--- src/rtl/pid_loop_scheduler.sv ---
// pid_loop_scheduler
// Host-side sequencer for the kf_top PID micro-core. It issues START, primes
// the core with zero words, then streams Kp, Ki, Kd, setpoint and measurement
// once per control loop. When the core PC reaches END_PC, it captures the PID
// output from the core data bank and presents it with a one-cycle valid pulse.
//
// Ports:
//   clk, rst_n      system clock, asynchronous active-low reset
//   enable          level, 1 = run the scheduler
//   sample_req      1-cycle strobe, latch setpoint/meas into the staging entry
//   setpoint, meas  sign-magnitude sample inputs
//   kp, ki, kd      gains, sampled at the first word of every LOAD
//   core_pc         core sequencer program counter
//   core_data_out   core combinational read of bank[core_dir]
//   core_start      1-cycle START pulse to the core
//   core_data_in    operand word to the core
//   core_dir        bank read address (OUT_ADDR while RUN, else 0)
//   result          last captured PID output
//   result_valid    1-cycle pulse, result updated
//   stale           1 = last loop reused the previous sample
//   err_timeout     sticky timeout flag, cleared by enable=0 or reset
//   overrun         sticky, a staged sample was overwritten before use
module pid_loop_scheduler #(
   parameter int W        = 24,
   parameter int ADDRW    = 5,
   parameter int PCW      = 8,
   parameter int END_PC   = 27,
   parameter int OUT_ADDR = 8,
   parameter int PRIME_N  = 2,
   parameter int TIMEOUT  = 300
) (
   input  logic             clk,
   input  logic             rst_n,
   input  logic             enable,
   input  logic             sample_req,
   input  logic [W-1:0]     setpoint,
   input  logic [W-1:0]     meas,
   input  logic [W-1:0]     kp,
   input  logic [W-1:0]     ki,
   input  logic [W-1:0]     kd,
   input  logic [PCW-1:0]   core_pc,
   input  logic [W-1:0]     core_data_out,
   output logic             core_start,
   output logic [W-1:0]     core_data_in,
   output logic [ADDRW-1:0] core_dir,
   output logic [W-1:0]     result,
   output logic             result_valid,
   output logic             stale,
   output logic             err_timeout,
   output logic             overrun
);

   localparam int TW   = $clog2(TIMEOUT + 1);
   localparam int CNTW = (TW > 3) ? TW : 3;

   typedef enum logic [2:0] {
      S_IDLE,
      S_START,
      S_PRIME,
      S_LOAD,
      S_RUN,
      S_FAULT
   } state_t;

   state_t          state_q;
   state_t          state_d;
   logic [CNTW-1:0] cnt;
   logic [W-1:0]    ki_q;
   logic [W-1:0]    kd_q;
   logic [W-1:0]    held_sp;
   logic [W-1:0]    held_ms;
   logic            stg_valid;
   logic [W-1:0]    stg_sp;
   logic [W-1:0]    stg_ms;
   logic            end_hit;
   logic            word0;
   logic            consume;

   assign end_hit = (state_q == S_RUN) && (core_pc == PCW'(END_PC));
   assign word0   = (state_q == S_LOAD) && (cnt == '0);
   assign consume = word0 && stg_valid;

   // State register. Reset drops straight back to IDLE, so START is only
   // reissued once enable is seen high again.
   always_ff @(posedge clk or negedge rst_n) begin
      if (!rst_n) begin
         state_q <= S_IDLE;
      end else begin
         state_q <= state_d;
      end
   end

   // Next-state logic. Enable is only looked at in IDLE, at loop end and in
   // FAULT, so a loop that is already underway always runs through capture
   // before the scheduler parks.
   always_comb begin
      state_d = state_q;
      case (state_q)
         S_IDLE: begin
            if (enable) state_d = S_START;
         end
         S_START: begin
            state_d = S_PRIME;
         end
         S_PRIME: begin
            if (cnt == CNTW'(PRIME_N - 1)) state_d = S_LOAD;
         end
         S_LOAD: begin
            if (cnt == CNTW'(4)) state_d = S_RUN;
         end
         S_RUN: begin
            if (end_hit) begin
               state_d = enable ? S_LOAD : S_IDLE;
            end else if (cnt == CNTW'(TIMEOUT)) begin
               state_d = S_FAULT;
            end
         end
         S_FAULT: begin
            if (!enable) state_d = S_IDLE;
         end
         default: state_d = S_IDLE;
      endcase
   end

   // Output decode. Word 0 forwards kp live because the gains are sampled on
   // that very cycle. The later words come from the registers loaded at that
   // same edge.
   always_comb begin
      core_start   = 1'b0;
      core_data_in = '0;
      core_dir     = '0;
      case (state_q)
         S_START: core_start = 1'b1;
         S_LOAD: begin
            case (cnt)
               CNTW'(0): core_data_in = kp;
               CNTW'(1): core_data_in = ki_q;
               CNTW'(2): core_data_in = kd_q;
               CNTW'(3): core_data_in = held_sp;
               CNTW'(4): core_data_in = held_ms;
               default:  core_data_in = '0;
            endcase
         end
         S_RUN:   core_dir = ADDRW'(OUT_ADDR);
         default: ;
      endcase
   end

   // Shared phase counter. It restarts on every state change and counts the
   // prime words, the load word index and the RUN cycles.
   always_ff @(posedge clk or negedge rst_n) begin
      if (!rst_n) begin
         cnt <= '0;
      end else if (state_d != state_q) begin
         cnt <= '0;
      end else if (state_q == S_PRIME || state_q == S_LOAD || state_q == S_RUN) begin
         cnt <= cnt + CNTW'(1);
      end
   end

   // Gain and sample capture at LOAD word 0. A fresh staged sample becomes
   // the held sample. Otherwise the held sample is resent and flagged stale.
   always_ff @(posedge clk or negedge rst_n) begin
      if (!rst_n) begin
         ki_q    <= '0;
         kd_q    <= '0;
         held_sp <= '0;
         held_ms <= '0;
         stale   <= 1'b0;
      end else if (word0) begin
         ki_q  <= ki;
         kd_q  <= kd;
         stale <= !stg_valid;
         if (stg_valid) begin
            held_sp <= stg_sp;
            held_ms <= stg_ms;
         end
      end
   end

   // One-entry staging buffer. A request on the consumption cycle refills the
   // entry that is being drained, so it does not count as an overrun.
   always_ff @(posedge clk or negedge rst_n) begin
      if (!rst_n) begin
         stg_valid <= 1'b0;
         stg_sp    <= '0;
         stg_ms    <= '0;
      end else if (sample_req) begin
         stg_valid <= 1'b1;
         stg_sp    <= setpoint;
         stg_ms    <= meas;
      end else if (consume) begin
         stg_valid <= 1'b0;
      end
   end

   // Result capture on the edge that sees END_PC. The valid pulse lines up
   // with Kp going out for the next loop.
   always_ff @(posedge clk or negedge rst_n) begin
      if (!rst_n) begin
         result       <= '0;
         result_valid <= 1'b0;
      end else begin
         result_valid <= end_hit;
         if (end_hit) result <= core_data_out;
      end
   end

   // Sticky status flags. Setting takes priority, and dropping enable clears
   // them. This is how FAULT is acknowledged.
   always_ff @(posedge clk or negedge rst_n) begin
      if (!rst_n) begin
         err_timeout <= 1'b0;
         overrun     <= 1'b0;
      end else begin
         if (state_d == S_FAULT) begin
            err_timeout <= 1'b1;
         end else if (!enable) begin
            err_timeout <= 1'b0;
         end
         if (sample_req && stg_valid && !consume) begin
            overrun <= 1'b1;
         end else if (!enable) begin
            overrun <= 1'b0;
         end
      end
   end

endmodule

--- config.mk ---
export PLATFORM = sky130hd
export DESIGN_NAME = pid_loop_scheduler
export DESIGN_NICKNAME = d
export VERILOG_FILES = /design/src/rtl/pid_loop_scheduler.sv
export SDC_FILE = /design/constraint.sdc
export NUM_CORES = 1
export LEC_CHECK = 0
export CAP_MARGIN = 10
export CORE_ASPECT_RATIO = 0.6
export CORE_MARGIN = 10
export CORE_UTILIZATION = 30
export CTS_BUF_LIST = sky130_fd_sc_hd__clkbuf_8
export DETAILED_ROUTE_END_ITERATION = 12
export SLEW_MARGIN = 30
export SYNTH_ARGS = -nofsm -noshare
export SYNTH_HDL_FRONTEND = slang
export SYNTH_SLANG_ARGS = --single-unit
export TNS_END_PERCENT = 5
--- constraint.sdc ---
create_clock -name clk -period 5.08 [get_ports clk]
set_input_delay 1.016 -clock clk [delete_from_list [all_inputs] [get_ports clk]]
set_output_delay 1.016 -clock clk [all_outputs]
set_load 0.005 [all_outputs]
Yosys cells after proc, flatten, opt, wreduce, memory -nomap -nowiden
Index checks and enable logic that the tools add are counted.
{"block": "word_totals", "reg_bits": 185, "word_cells": 63, "output_inout_bits": 58, "in_bits": 156}
{"block": "classes", "muxes": 19, "n_eq_ne": 15, "n_reduce_logical": 14, "add_sub_neg": 1}
{"op": "24-bit case mux with 5 select lines", "count": 1}
{"op": "24-bit two-way mux", "count": 1}
{"op": "9-bit by 2-bit equality test with 1-bit output (second input constant)", "count": 2}
{"op": "3-bit two-way mux", "count": 6}
{"op": "9-bit two-way mux", "count": 2}
{"op": "3-bit case mux with 6 select lines", "count": 1}
{"op": "9-bit by 1-bit adder with 9-bit output (second input constant)", "count": 1}
{"op": "3-bit equality test (second input constant)", "count": 3}
{"op": "9-bit by 1-bit equality test with 1-bit output (second input constant)", "count": 1}
{"op": "9-bit by 3-bit equality test with 1-bit output (second input constant)", "count": 1}
{"op": "9-bit equality test (second input constant)", "count": 1}
{"op": "9-bit logical NOT", "count": 1}
{"op": "8-bit by 5-bit equality test with 1-bit output (second input constant)", "count": 1}
{"op": "3-bit by 2-bit equality test with 1-bit output (second input constant)", "count": 2}
{"op": "1-bit two-way mux", "count": 6}
{"op": "1-bit logical AND", "count": 5}
{"op": "4-bit two-way mux", "count": 1}
{"op": "2-bit by 1-bit != test with 1-bit output (second input constant)", "count": 2}
{"op": "2-bit nonzero test", "count": 2}
{"op": "3-bit by 1-bit equality test with 1-bit output (second input constant)", "count": 1}
{"op": "3-bit logical NOT", "count": 1}
{"op": "3-bit != test", "count": 1}
{"op": "1-bit logical NOT", "count": 2}
{"op": "1-bit logical OR", "count": 2}
{"op": "other kinds (2)", "count": 2}

Depth between registers and ports, before layout
Gate-level depths: netlist of run 1.
{"block": "logic_depth", "ltp_word": 6, "mapped_depth": 8}

Worst setup path after synthesis of run 1
Ideal clock, no wire load.
{"block": "synth_path", "path_kind": "reg-to-output", "start": "reg cnt[0]", "end": "out core_data_in[0]", "setup_slack_ns": 2.249, "t_required_ns": 4.064, "n_path_buf": 2, "t_arrival_ns": 1.815, "stages_incl_launch_ff": 9, "path_cell_list": "dfrtp_1 inv_1 ha_1 and3_1 buf_4 or3_4 o31ai_4 buf_6 a21oi_2"}
{"block": "synth_between", "elab_chain_len": 3, "elab_cells_between_ends": 7, "classes_between": "eq/ne (4); mux (2); reduce/logical (1)"}
{"element": "start, declared", "line_no": "67", "source": "logic [CNTW-1:0] cnt;"}
{"element": "start signal, assigned", "line_no": "157", "source": "cnt <= cnt + CNTW'(1);"}
{"element": "9-bit by 3-bit equality test with 1-bit output (tied with other cells)", "line_no": "135", "source": "case (cnt)"}
{"element": "24-bit case mux with 5 select lines *", "line_no": "135"}
{"element": "24-bit two-way mux *", "line_no": "132", "source": "case (state_q)"}
{"element": "end, declared", "line_no": "44", "source": "output logic [W-1:0] core_data_in,"}
Every way passes the cells marked *; elsewhere a longest branch is shown, timed or not.

Worst setup path in the final report of run 1
{"block": "layout_path", "start": "reg cnt[0]", "end": "out core_data_in[16]"}
Same word-level chain as after synthesis.

==> results of run 1 <==
-- cells in the final DEF (no fill, tap or decap), types with 9 or more instances in the layout --
master / Yosys / final
clkdlybuf4s50_1: 0 / 207
dfrtp_1: 185 / 185
mux2_2: 124 / 124
nand2_1: 92 / 91
a22oi_1: 38 / 38
mux2_4: 20 / 20
clkbuf_8: 0 / 18
a31oi_1: 14 / 14
nor3_1: 11 / 11
a222oi_1: 10 / 10
a21oi_2: 10 / 10
buf_4: 5 / 9
-- critical path, delay by kind of cell (launching register included) --
kind            cells  cell delay, ns
simple gates        2            0.84
compound gates      2            0.44
flops               1            0.44
buf+inv             3            0.97
fa+ha+maj           1            0.19
-- where the power goes --
part           leakage, nW  internal, W  switching [W]
combinational         2.12      0.00142        0.00112
clock                0.193     0.000423       0.000587
sequential            2.24      0.00195       0.000337
total                 4.56      0.00379        0.00205
-- cell type report --
| type | count | area, µm² |
|---|---|---|
| Fill cell | 2488 | 15600 |
| Sequential cell | 185 | 4630 |
| Multi-Input combinational cell | 394 | 3260 |
| Timing Repair Buffer | 219 | 2180 |
| Tap cell | 360 | 450 |
| Clock buffer | 18 | 248 |
| Clock inverter | 14 | 156 |
| Inverter | 3 | 11.3 |
-- metrics by stage --
step                std cells  utilization, %  hold WS [ns]  area (µm²)
finish                   1193            41.2         0.483       10900
global route             1193            41.2         0.516       10900
CTS                      1193            41.2         0.490       10900
detailed placement       1161            39.7         0.464       10500
global placement         1161            39.7         0.457       10500
floorplan                 625               -         0.470        8130
-- cell families after synthesis --
logic type,after synthesis,share of synthesized area [%]
muxes,145,21.0
other,1,0.0462
DFF,185,57.0
AOI/OAI and AO/OA,93,8.86
and+or+nand+nor,140,8.46
buffers and inverters,46,3.13
xor gates and xnor gates,8,0.863
adders and majority gates,4,0.616
-- worst min path at each step --
stage,startpoint,to
after global routing,result[11],result[11]
after floorplan,result[0],result[0]
after global placement,result[16],result[16]
after detailed placement,result[21],result[21]
after CTS,result[7],result[7]
final,result[16],result[16]
-- state kept, by name, indices dropped and copies added (netlist names), 3 cells and up --
| register | count |
|---|---|
| result | 24 |
| cnt | 9 |
| stg_sp | 24 |
| held_ms | 24 |
| stg_ms | 24 |
| ki_q | 24 |
| kd_q | 24 |
| state_q | 3 |
| held_sp | 24 |
-- per-layer routing --
| layer | global-route usage, % | up-vias | routed length (µm) |
|---|---|---|---|
| li1 | - | 2640 | - |
| met3 | 4.47 | 27 | 1500 |
| met4 | 4.13 | 8 | 305 |
| met5 | 0 | - | 59 |
| met2 | 20.7 | 148 | 10600 |
| met1 | 21.0 | 2883 | 12500 |
==> flow_summary_export.csv, run 1 <==
group,metric,value,unit
run_status,status,"complete, no violations",
synth,async_reset_ff_share,100,%
clock_network,cts_resized,0,
pwr,power_density,534,nW/µm²
place,gp_congestion,0.827,
global_routing,grt_pass1_wl,38.4,mm
cells_and_area,antenna_cells,0,
routing,ant_nets,0,
routing,routed_wl,25.0,mm
die,rows,46,
clock_network,numCtsBuffers,17,
pwr,vdd_ir_drop_max,0.365,mV
place,io_buffers,209,
timing,period_share,86.4,%
routing,num_vias,5706,
global_routing,grt_overflow,0,
synth,yosysTopAreaCellShare,57.0,%
die,io_pins,214,
routing,drtIter0Drc,321,
place,place_ws,1.18,ns
routing,drt_first_pass_iters,7,
worst_setup_path,reg2reg_slack,2.04,ns
clock_network,hold_buffers,0,
hold_path,hold_depth,2,
clock_network,post_cts_buffers,0,
die,die-area,34300,µm²
timing,setup-tns-final,0,ns
worst_setup_path,critPathArrivalTime,3.37,ns
worst_setup_path,cp-startpoint,"cnt[0]",
cells_and_area,fin_nets,980,
worst_setup_path,critPathKind,"reg -> out",
cells_and_area,drive_gt1_share,25.3,%
clock_network,clk_pin_slew,0.11,ns
die,core-area,26500,µm²
die,die_y,147,µm
synth,yosysMostFrequentCell,"dfrtp_1",
synth,postSynthAreaPerCell,13.1,µm²
timing,period_needed,4.39,ns
timing,relSlewSlack,37.8,%
synth,netlist_top_cells_area,"dfrtp_1, mux2_2, nand2_1",
global_routing,grtUsageTotal,14.7,%
synth,yosysWarnings,0,
worst_setup_path,r2r_start,"cnt[3]",
worst_setup_path,r2r-end,"held_sp[2]",
timing,final-max-slew-violation-count,0,
die,die_x,232,µm
cells_and_area,synthToLayoutAreaGrowth,34.6,%
synth,synthFlopType,"dfrtp_1",
pwr,cellLeakagePower,4.56,nW
hold_path,hp-class,"reg -> reg",
worst_setup_path,cp_slowest_cell,"nor2_4",
synth,synth_seq_cells,185,
timing,skew,0.0222,ns
routing,wl_per_cell,21.0,µm
clock_network,cts_tree,"done",
worst_setup_path,cp_data_required_time,4.06,ns
timing,hold_viol_final,0,
worst_setup_path,worstPathCellList,"inv_1 > ha_1 > nand4bb_1 > nor2_4 > o31ai_4 > buf_4 > a31oi_1 > clkdlybuf4s50_1",
timing,final.setup.worst_slack,0.692,ns
clock_network,cts_root_buffer,"clkbuf_8",
synth,yosysTopAreaCell,"dfrtp_1",
worst_setup_path,crit_end,"core_data_in[16]",
worst_setup_path,cp-end-kind,"primary output",
worst_setup_path,worstSetupStartpointType,"flop",
pwr,power.total,0.00584,W
place,dp_hpwl,18.6,mm
clock_network,clockBufferDepth,2,
synth,ys_seq_area_share,57.0,%
die,start_util,30.6,%
global_routing,grt_pass1_vias,5913,
worst_setup_path,reg2reg_depth,5,
worst_setup_path,slowest_delay,0.59,ns
timing,tightest_slew,0.933,ns
routing,drc,0,
global_routing,grt_start_max_net_pins,107,
routing,via_per_inst,4.78,
synth,ys_types,55,
synth,synthTopCellsByCount,"dfrtp_1, mux2_2, nand2_1, a22oi_1, mux2_4",
global_routing,antenna_found_initial,4,
worst_setup_path,worstPathMaxFanout,18,
clock_network,clock_latency,0.47,ns
synth,synth_edf_count,0,
clock_network,clock_sinks,185,
run,cap_violations,0,
synth,syn_area,8120,µm²
timing,finalSetupViolCount,0,
timing,rsz0062_at_grt,"no",
synth,syn_inst,622,
clock_network,htreeDepth,4,
timing,fmax,228,MHz
Note: power is estimated with default switching activity, not from simulation.
==> inputs of run 2 (changes only) <==
CORE_UTILIZATION = 40   (was 30)
GPL_ROUTABILITY_DRIVEN = 0   (was default)
PLACE_DENSITY = 0.68   (was default)
==> flow_summary_export.csv, run 2 (synthesized netlist as in run 1, its figures left out) <==
group,metric,value,unit
die,io_pins,214,
pwr,power.sequential.fraction,38.0,%
clock_network,post_cts_buffers,0,
pwr,p_comb_share,42.7,%
cells_and_area,synthToLayoutAreaGrowth,34.5,%
die,core-area,20000,µm²
worst_setup_path,reg2reg_depth,6,
worst_setup_path,r2r-end,"held_sp[6]",
global_routing,grt_overflow,0,
worst_setup_path,critPathArrivalTime,3.24,ns
worst_setup_path,worstPathCellList,"inv_1 > ha_1 > and3_1 > or3_4 > o31ai_4 > buf_4 > a31oi_1 > clkdlybuf4s50_1",
die,die-area,26600,µm²
die,die_y,130,µm
pwr,cellLeakagePower,4.62,nW
hold_path,hp-class,"in -> async",
timing,period_share,83.8,%
worst_setup_path,worstPathMaxFanout,14,
worst_setup_path,reg2reg_slack,2.20,ns
place,io_buffers,209,
routing,ant_nets,0,
worst_setup_path,slowest_delay,0.61,ns
timing,setup-tns-final,0,ns
pwr,p_int,0.00396,W
timing,tightest_slew,0.838,ns
clock_network,cts_tree,"done",
global_routing,grtUsageTotal,17.7,%
worst_setup_path,cp_data_required_time,4.06,ns
timing,finalSetupViolCount,0,
worst_setup_path,r2r_start,"cnt[3]",
clock_network,cts_resized,0,
place,place_area,10400,µm²
worst_setup_path,path_delay_family,"buffers and inverters",
clock_network,numCtsBuffers,17,
cells_and_area,final_common_cell,"clkdlybuf4s50_1",
timing,rsz0062_at_grt,"no",
cells_and_area,stdcell_area,10900,µm²
pwr,switching_power,0.00200,W
run,cap_violations,0,
global_routing,grt_pass1_wl,36.0,mm
cells_and_area,layout_common_cells,"clkdlybuf4s50_1, dfrtp_1, mux2_2, nand2_1, a22oi_1",
place,dp_hpwl,17.3,mm
clock_network,clockBufferDepth,2,
pwr,clockPowerShare,19.3,%
cells_and_area,fin_nets,982,
pwr,swShare,33.5,%
timing,period_needed,4.25,ns
clock_network,hold_buffers,0,
worst_setup_path,critPathKind,"reg -> out",
cells_and_area,drive_gt1_share,25.4,%
clock_network,clock_latency,0.46,ns
worst_setup_path,cp_slowest_cell,"o31ai_4",
worst_setup_path,critPathBufInv,3,
timing,hold_viol_final,0,
clock_network,clk_pin_slew,0.10,ns
routing,drt_first_pass_iters,5,
pwr,power_density,546,nW/µm²
clock_network,htreeDepth,4,
pwr,power.total,0.00596,W
die,die_x,204,µm
global_routing,antenna_found_initial,2,
die,rows,40,
routing,via_per_inst,5.22,
clock_network,clock_sinks,185,
timing,relSlewSlack,44.1,%
worst_setup_path,worstSetupStartpointType,"flop",
clock_network,cts_root_buffer,"clkbuf_8",
routing,routed_wl,23.5,mm
global_routing,grt_pass1_vias,6178,
timing,final-max-slew-violation-count,0,
routing,drc,0,
global_routing,grt_start_max_net_pins,120,
routing,wl_per_cell,21.2,µm
worst_setup_path,cp-end-kind,"primary output",
routing,num_vias,5794,
timing,skew,0.0142,ns
run_status,status,"complete, no violations",
pwr,vdd_ir_drop_max,0.317,mV
die,start_util,40.7,%
timing,fmax,235,MHz
routing,drtIter0Drc,404,
[run 2: cell types whose count changed in the layout (fill, tap and decap cells not counted), sizes merged]
cell      delta
diode        +1
clkinv       +1
bufinv       +4
clkinvlp     -4
clkbuf       -1
buf          +2
[run 2: cell type report]
class                           count  area (µm²)
Multi-Input combinational cell    394        3260
Inverter                            3        11.3
Fill cell                        1640        9050
Clock buffer                       17         234
Sequential cell                   185        4630
Timing Repair Buffer              221        2200
Clock inverter                     15         238
Tap cell                          273         342
Antenna cell                        1        2.50
[run 2: worst max-delay path by stage]
stage                     startpoint                to  cells past startpoint
after floorplan               cnt[0]   core_data_in[0]                      8
after global placement        cnt[1]  core_data_in[10]                      8
after detailed placement      cnt[0]   core_data_in[0]                      8
after CTS                     cnt[0]   core_data_in[0]                      8
after global routing          cnt[0]   core_data_in[0]                      8
final                         cnt[0]  core_data_in[23]                      8
[run 2: routing by layer]
metal | vias up | GRT usage, % | wire length [µm]
met3 | 17 | 6.39 | 1950
met1 | 2929 | 24.0 | 10900
met5 | - | 0 | 0
met4 | 0 | 4.77 | 239
met2 | 223 | 26.0 | 10400
li1 | 2625 | - | -
[run 2: power by group through the flow]
| stage | registers, W | clock network, W | logic, W |
|---|---|---|---|
| floorplan | 0.00215 | 0 | 0.00179 |
| global placement | 0.00227 | 0 | 0.00249 |
| detailed placement | 0.00229 | 0 | 0.00256 |
| CTS | 0.00226 | 0.00119 | 0.00257 |
| global route | 0.00232 | 0.00125 | 0.00274 |
| finish | 0.00227 | 0.00115 | 0.00255 |
[run 2: per-stage QoR]
step	setup slack [ns]	cells	hold WS [ns]	utilization [%]
after floorplan	2.25	625	0.470	-
after global placement	1.43	1075	0.457	52.1
after detailed placement	1.34	1075	0.469	52.2
after CTS	0.807	1107	0.494	54.5
after global routing	0.669	1108	0.366	54.7
final	0.825	1109	0.387	54.7
